`src/rtl/ota_sd_stim_tx_if.sv`:
```
`default_nettype none
// ============================================================================
// Module      : ota_sd_stim_tx_if
// Description : Load handshake and differential bitstream bundle for the
//               OTA sigma-delta stimulus transmitter.
//               master : code source / observer (bench or firmware side)
//               slave  : the transmitter itself
//   din        : unsigned code offered for modulation (master -> slave)
//   din_valid  : code offered                         (master -> slave)
//   din_ready  : transmitter can take a code          (slave  -> master)
//   vip_out    : positive bitstream                   (slave  -> master)
//   vin_out    : negative bitstream                   (slave  -> master)
//   busy       : frame data on the outputs            (slave  -> master)
//   frame_done : end of the last repeat of a code     (slave  -> master)
// Revision    : 1.0  initial release
// ============================================================================
interface ota_sd_stim_tx_if #(
   parameter int WIDTH = 8
) ();
   logic [WIDTH-1:0] din;
   logic             din_valid;
   logic             din_ready;
   logic             vip_out;
   logic             vin_out;
   logic             busy;
   logic             frame_done;

   modport master (
      output din,
      output din_valid,
      input  din_ready,
      input  vip_out,
      input  vin_out,
      input  busy,
      input  frame_done
   );

   modport slave (
      input  din,
      input  din_valid,
      output din_ready,
      output vip_out,
      output vin_out,
      output busy,
      output frame_done
   );
endinterface
`default_nettype wire

```
`src/rtl/ota_sd_stim_tx.sv`:
```
`default_nettype none
// ============================================================================
// Module      : ota_sd_stim_tx
// Description : First-order sigma-delta stimulus transmitter. A loaded code
//               is turned into a complementary bitstream whose positive leg is
//               high for exactly `code` cycles out of every 2^WIDTH cycle
//               frame, repeated REPEAT times per accepted code.
// Ports       : clk    - system clock
//               rst_n  - asynchronous active-low reset
//               ena    - clock enable, low freezes the whole block
//               sd     - ota_sd_stim_tx_if.slave (code handshake + outputs)
// Revision    : 1.0  initial release
// ============================================================================
module ota_sd_stim_tx #(
   parameter int WIDTH  = 8,
   parameter int REPEAT = 1
) (
   input  wire logic          clk,
   input  wire logic          rst_n,
   input  wire logic          ena,
   ota_sd_stim_tx_if.slave    sd
);

   localparam int c_REP_W = (REPEAT > 1) ? $clog2(REPEAT) : 1;
   localparam logic [c_REP_W-1:0] c_REP_LAST = c_REP_W'(REPEAT - 1);
   localparam logic [WIDTH-1:0]   c_CNT_LAST = {WIDTH{1'b1}};

   typedef enum logic [0:0] {
      S_IDLE = 1'b0,
      S_RUN  = 1'b1
   } state_t;

   state_t              state_q;
   logic [WIDTH-1:0]    code_q;
   logic [WIDTH-1:0]    acc_q;
   logic [WIDTH-1:0]    cnt_q;
   logic [c_REP_W-1:0]  rep_q;
   logic                vip_q;
   logic                vin_q;
   logic                busy_q;
   logic                frame_done_q;

   logic [WIDTH:0]      sum_d;
   logic                w_cnt_last;
   logic                w_rep_last;
   logic                w_frame_last;
   logic                w_ready;
   logic                w_accept;

   // Accumulator sum: the carry out is the bit emitted this cycle.
   assign sum_d        = {1'b0, acc_q} + {1'b0, code_q};
   assign w_cnt_last   = (cnt_q == c_CNT_LAST);
   assign w_rep_last   = (rep_q == c_REP_LAST);
   assign w_frame_last = (state_q == S_RUN) && w_cnt_last && w_rep_last;

   // Ready looks only at state, never at din_valid, so a new code can be
   // taken on the closing edge of the final repeat without an idle cycle.
   assign w_ready  = ena && ((state_q == S_IDLE) || w_frame_last);
   assign w_accept = w_ready && sd.din_valid;

   always_ff @(posedge clk or negedge rst_n) begin
      if (!rst_n) begin
         state_q      <= S_IDLE;
         code_q       <= '0;
         acc_q        <= '0;
         cnt_q        <= '0;
         rep_q        <= '0;
         vip_q        <= 1'b0;
         vin_q        <= 1'b0;
         busy_q       <= 1'b0;
         frame_done_q <= 1'b0;
      end else if (ena) begin
         frame_done_q <= 1'b0;
         unique case (state_q)
            S_IDLE: begin
               // Zero differential while idle.
               vip_q  <= 1'b0;
               vin_q  <= 1'b0;
               busy_q <= 1'b0;
               if (w_accept) begin
                  code_q  <= sd.din;
                  acc_q   <= '0;
                  cnt_q   <= '0;
                  rep_q   <= '0;
                  state_q <= S_RUN;
               end
            end
            S_RUN: begin
               acc_q  <= sum_d[WIDTH-1:0];
               vip_q  <= sum_d[WIDTH];
               vin_q  <= ~sum_d[WIDTH];
               busy_q <= 1'b1;
               cnt_q  <= cnt_q + 1'b1;
               if (w_cnt_last) begin
                  if (!w_rep_last) begin
                     rep_q <= rep_q + 1'b1;
                  end else begin
                     frame_done_q <= 1'b1;
                     if (w_accept) begin
                        // Back-to-back load: acc already returns to zero at
                        // the frame end, the explicit clears keep it obvious.
                        code_q <= sd.din;
                        acc_q  <= '0;
                        cnt_q  <= '0;
                        rep_q  <= '0;
                     end else begin
                        state_q <= S_IDLE;
                     end
                  end
               end
            end
            default: begin
               state_q <= S_IDLE;
            end
         endcase
      end else begin
         // Frozen: everything holds except the end-of-frame pulse.
         frame_done_q <= 1'b0;
      end
   end

   assign sd.din_ready  = w_ready;
   assign sd.vip_out    = vip_q;
   assign sd.vin_out    = vin_q;
   assign sd.busy       = busy_q;
   assign sd.frame_done = frame_done_q;

endmodule
`default_nettype wire
```
`src/flat_wrapper.sv`:
```
// flat-port wrapper written by rule: the top's interface ports become plain ports
module ota_sd_stim_tx_flat 
#(
   parameter int WIDTH  = 8,
   parameter int REPEAT = 1
)
  (clk, rst_n, ena, sd_din, sd_din_valid, sd_din_ready, sd_vip_out, sd_vin_out, sd_busy, sd_frame_done);
  ota_sd_stim_tx_if #(.WIDTH(WIDTH)) sd_i ();
  input  wire logic clk;
  input  wire logic rst_n;
  input  wire logic ena;
  input wire logic [$bits(sd_i.din)-1:0] sd_din;
  input wire logic [$bits(sd_i.din_valid)-1:0] sd_din_valid;
  output wire logic [$bits(sd_i.din_ready)-1:0] sd_din_ready;
  output wire logic [$bits(sd_i.vip_out)-1:0] sd_vip_out;
  output wire logic [$bits(sd_i.vin_out)-1:0] sd_vin_out;
  output wire logic [$bits(sd_i.busy)-1:0] sd_busy;
  output wire logic [$bits(sd_i.frame_done)-1:0] sd_frame_done;
  assign sd_i.din = sd_din;
  assign sd_i.din_valid = sd_din_valid;
  assign sd_din_ready = sd_i.din_ready;
  assign sd_vip_out = sd_i.vip_out;
  assign sd_vin_out = sd_i.vin_out;
  assign sd_busy = sd_i.busy;
  assign sd_frame_done = sd_i.frame_done;
  ota_sd_stim_tx #(.WIDTH(WIDTH), .REPEAT(REPEAT)) u_core (.clk(clk), .rst_n(rst_n), .ena(ena), .sd(sd_i));
endmodule
```
`config.mk`:
```
export PLATFORM = sky130hd
export DESIGN_NAME = ota_sd_stim_tx_flat
export DESIGN_NICKNAME = d
export VERILOG_FILES = /design/src/rtl/ota_sd_stim_tx_if.sv /design/src/rtl/ota_sd_stim_tx.sv /design/src/flat_wrapper.sv
export SDC_FILE = /design/constraint.sdc
export NUM_CORES = 1
export LEC_CHECK = 0
export ABC_CLOCK_PERIOD_IN_PS = 2200
export CORE_MARGIN = 2
export CORE_UTILIZATION = 40
export CTS_CLUSTER_DIAMETER = 40
export DETAILED_ROUTE_END_ITERATION = 8
export HOLD_SLACK_MARGIN = 0.05
export PLACE_DENSITY_LB_ADDON = 0.05
export SLEW_MARGIN = 20
export SYNTH_ARGS = -nofsm -noshare
export SYNTH_HDL_FRONTEND = slang
export SYNTH_SLANG_ARGS = --single-unit
export TNS_END_PERCENT = 50
```
`constraint.sdc`:
```
create_clock -name clk -period 2.2 [get_ports clk]
set_input_delay 0.22 -clock clk [delete_from_list [all_inputs] [get_ports clk]]
set_output_delay 0.22 -clock clk [all_outputs]
set_load 0.02 [all_outputs]
```
; Word level (Yosys, flattened, before mapping)
; Cells that the tools add are included.
[op_classes]
eq_ne = 4
n_reduce_logical = 8
n_bitwise = 3
add_sub_neg = 3
mux = 28
[op_table]
columns = op, count
row1 = $mux W8, 10
row2 = $pmux W8 S2, 3
row3 = $mux W1, 10
row4 = $pmux W1 S2, 5
row5 = $add A8 B8 Y9, 1
row6 = $add A8 B1 Y8 const B, 1
row7 = $eq A8 B8 Y1 const B, 1
row8 = $reduce_and A3 Y1, 2
row9 = $logic_and A1 B1 Y1, 4
row10 = $ne A2 B2 Y1 const B, 2
row11 = $not A1 Y1, 3
row12 = $ne A2 B1 Y1 const B, 1
row13 = $reduce_and A2 Y1, 1
row14 = $add A1 B1 Y1 const B, 1
row15 = $logic_or A1 B1 Y1, 1
[totals]
elab_cells = 55
in_bits = 12
out_inout_bits = 5
regBits = 30

; Longest topological paths before layout
[logic_depth]
word_depth = 10
ltp_mapped = 6
depth_no_buf = 6

; Worst setup path after synthesis
; No wires, ideal clock.
[synth_path]
path_kind = reg2reg
from = register u_core.acc_q[0]
to = register u_core.acc_q[6]
period_less_slack_ps = 1928
setup_time_ps = 122
t_required_ps = 2078
arrival_time_ps = 1806
stages_incl_launch_ff = 7
path_slack_ps = 272
path_buffers = 0
cell_sequence = dfrtp_1 ha_1 fa_1 a211oi_1 o21ai_0 a21o_1 a32o_1
[synth_between]
elab_chain_len = 5
[synth_rtl]
columns = item, line_no
row1 = from (decl), ota_sd_stim_tx.sv:35  ; logic [WIDTH-1:0] acc_q;
row2 = from (signal assigned), ota_sd_stim_tx.sv:89  ; acc_q <= sum_d[WIDTH-1:0];
row3 = $add A8 B8 Y9 *, ota_sd_stim_tx.sv:51  ; assign sum_d = {1'b0, acc_q} + {1'b0, code_q};
row4 = $mux W8, ota_sd_stim_tx.sv:99  ; if (w_accept) begin
row5 = $mux W8, ota_sd_stim_tx.sv:95  ; if (!w_rep_last) begin
row6 = $mux W8 *, ota_sd_stim_tx.sv:94  ; if (w_cnt_last) begin
row7 = $pmux W8 S2 *, ota_sd_stim_tx.sv:74  ; unique case (state_q)
; Mark *: on every way between the ends. The rest lies on a longest branch, timed or not.
; A chain may end at the register's enable or synchronous reset.

; Final worst setup path
[layout_path]
from = register u_core.cnt_q[0]
to = output port sd_din_ready
[layout_between]
elab_chain_len = 5
[layout_rtl]
columns = item, line_no
row1 = from (decl), ota_sd_stim_tx.sv:36  ; logic [WIDTH-1:0] cnt_q;
row2 = from (signal assigned), ota_sd_stim_tx.sv:93  ; cnt_q <= cnt_q + 1'b1;
row3 = $eq A8 B8 Y1, ota_sd_stim_tx.sv:52  ; assign w_cnt_last = (cnt_q == c_CNT_LAST);
row4 = $logic_and A1 B1 Y1 (2 in a row), ota_sd_stim_tx.sv:54  ; assign w_frame_last = (state_q == S_RUN) && w_cnt_last && w_rep_last;
row5 = $logic_or A1 B1 Y1, ota_sd_stim_tx.sv:58  ; assign w_ready = ena && ((state_q == S_IDLE) || w_frame_last);
row6 = $logic_and A1 B1 Y1, ota_sd_stim_tx.sv:58
row7 = to (decl), flat_wrapper.sv:14  ; output wire logic [$bits(sd_i.din_ready)-1:0] sd_din_ready;
; No other way between the ends.

==> summary.txt <==
Status -> complete, no violations
Die W -> 67.5 um
Antenna diodes -> 0
CP Data Arrival Time -> 1.81 ns
Adder-cell share of the synthesized area -> 0.0822
Hpwl dp -> 2320 um
Final Hold Viols -> 0
Clock Latency Late Sink -> 0.28 ns
Slew Viols, Final -> 0
Num CTS Buffers -> 5
Routed WL -> 3260 um
Layout cells sized above 1 -> 0.162
Post-synth top area share -> 0.450
Seq/Total Area, Yosys -> 0.450
Synth area leader -> dfrtp_1
Most frequent cells in the layout -> dfrtp_1, nand2_1, clkdlybuf4s50_1
Critical path capture point -> sd_din_ready
Min Clock Period, post-route -> 2.03 ns
Clk sinks -> 29
1st-iter DRT viols -> 72
Max-cap violations -> 0
HP Class -> input pin to async pin
Pwr Total -> 1.87 mW
CTS tree -> yes
Critical path depth in cells -> 5
Crit path launch type -> flip-flop
Nets -> 194
VDD IR max -> 0.000495 V
Crit-path cells -> ha_1 > and4_4 > nand4_4 > a21oi_1 > dlygate4sd2_1
# IOs -> 17
Reg2Reg Depth -> 6
Port bufs -> 16
Synth top area cells -> dfrtp_1, mux2_4, ha_1, nand2_1, a22o_1
Routed vias/inst -> 5.48
CP Class -> flip-flop to output pin
DR vias -> 1222
Area grow syn2layout -> 19.9%
Family with the most delay on the worst path -> simple AND/OR/NAND/NOR gates
Row count -> 23
Synth warnings -> 0
CP endpoint kind -> output pin
Fill cells -> 370
DIE AREA -> 4560 um^2
Slowest cell on the critical path -> dfrtp_1
Critical Path Fanout Max -> 5
Asr flop ratio synth -> 1.00
Synth cell types -> 43
Top_reg_cell synth -> dfrtp_1
Initial antenna violation count -> 0
Compound-Gate Fraction of Synth Area -> 0.205
Leak -> 0.891 nW
WP buf/inv -> 1
Post-synthesis mux area share -> 0.0938
Fmax -> 492 MHz
Clock skew -> 0.00890 ns
Post-synthesis simple-gate area fraction -> 0.136
Largest family of logic cells by synthesized area -> compound AO/OA/AOI/OAI gates
Post-Synth XOR/XNOR Area -> 0.00543
Commonest non-fill, non-tap cell in the layout -> dfrtp_1
Worst Path Required -> 1.98 ns
Clk root buf -> clkbuf_8
Worst-Margin Slew -> 0.715 ns
GPL Wtd Cong -> 0.787
First-pass GRT wire length -> 5650 um
Max Root-Sink Buffers -> 2
CP max stage delay -> 0.39 ns
H-Tree Depth -> 2
RSZ-0062 raised after global routing -> false
Crit. Startpoint -> u_core.cnt_q[0]$_DFFE_PN0P_
Post-Syn Nets -> 170
Core Util, Final -> 0.491
1st-pass router iterations -> 4
DRC -> 0
Cells after synthesis -> 148
Number of synthesized register bits -> 29
Post-detailed-route count of antenna-violating nets -> 0
Hold slack -> 0.337 ns
Gr usage total -> 0.172
R2R Path Start -> u_core.acc_q[0]$_DFFE_PN0P_
Final period util -> 0.924
Grt ovf -> 0
Setup_tns -> 0 ns
Largest net degree at the start of global routing -> 30
RR Endpoint -> u_core.acc_q[6]$_DFFE_PN0P_
Routed length per instance -> 14.6 um
Core area -> 3940 um^2
Die Y-Extent -> 67.5 um
R2R Setup Slk -> 0.21 ns
Vias in the first global route -> 1222
Slew margin rel. -> 0.523
Synth Cell Area -> 1610 um^2
Mean Syn Cell Area -> 10.9 um^2
EDFF count, synth -> 0
Clock transition at path regs -> 0.06 ns
Power Density -> 967 nW/um^2
Starting Density -> 0.409
Setup violators final -> 0
[where the power goes]
part / switching [mW] / internal (mW)
Sequential: 0.115 / 0.669
Clock: 0.186 / 0.224
Combinational: 0.330 / 0.349
[metal layers]
layer | global-route usage | share of wire
met5 | 0 | 0
met4 | 0.0842 | 0.029
met3 | 0.0617 | 0.044
met2 | 0.276 | 0.47
met1 | 0.204 | 0.46
[cell usage after synthesis, types with 3 or more instances]
cell     count
dfrtp_1     29
nand2_1     15
ha_1         9
nor2_1       9
mux2_4       8
o21ai_0      8
a21oi_1      6
nand3_1      6
a21o_1       5
a22o_1       5
inv_1        5
a32o_1       3
o21a_1       3
o31ai_1      3
[how the worst min path moves through the flow]
stage                                       end                        from  slack [ns]  depth (start not counted)
global route        u_core.cnt_q[7]$_DFFE_PN0P_                       rst_n        0.35                          2
CTS                 u_core.cnt_q[7]$_DFFE_PN0P_                       rst_n        0.35                          2
finish              u_core.cnt_q[5]$_DFFE_PN0P_                       rst_n        0.34                          2
global placement     u_core.sd.busy$_DFFE_PN0P_  u_core.sd.busy$_DFFE_PN0P_        0.46                          1
detailed placement   u_core.sd.busy$_DFFE_PN0P_  u_core.sd.busy$_DFFE_PN0P_        0.47                          1
floorplan           u_core.acc_q[0]$_DFFE_PN0P_                       rst_n       -0.08                          0
[through the flow]
stage,instances,area [um^2],worst slack (ns)
after floorplan,148,1610,0.272
after global placement,215,1850,0.186
after detailed placement,215,1850,0.154
after CTS,223,1930,0.145
after global routing,223,1940,0.0186
final,223,1940,0.168
[state kept, by name, indices dropped and copies added, names as in the netlist]
register and cells:
u_core.state_q 1, u_core.cnt_q 8, u_core.sd.vip_out 1, u_core.sd.vin_out 1, u_core.acc_q 8, u_core.code_q 8
u_core.sd.busy 1, u_core.sd.frame_done 1
[kinds of logic (layout without fill, tap and decap cells)]
kind of cell	count (synthesis)	after routing
AO/OA/AOI/OAI	46	46
AND/OR/NAND/NOR	42	42
flip-flops	29	29
multiplexers	11	11
adder cells (fa/ha/maj)	10	10
buffers and inverters	9	34
XOR/XNOR	1	1
[final cells by class]
| class | instances | area, um^2 | share of cell area |
|---|---|---|---|
| multi-input combinational | 110 | 852 | 0.440 |
| timing repair buffer | 21 | 196 | 0.101 |
| sequential | 29 | 726 | 0.375 |
| tap | 50 | 62.6 | 0.0323 |
| clock buffer | 8 | 80.1 | 0.0414 |
| inverter | 5 | 18.8 | 0.00970 |
[repair_timing]
item	4_1_cts	5_1_grt
endpoints found under the hold margin	0	0
buffers inserted	0	0
gates resized for setup	1	1
hold buffers	0	0
setup endpoints to repair	1	1
(Power assumes the default switching activity.)
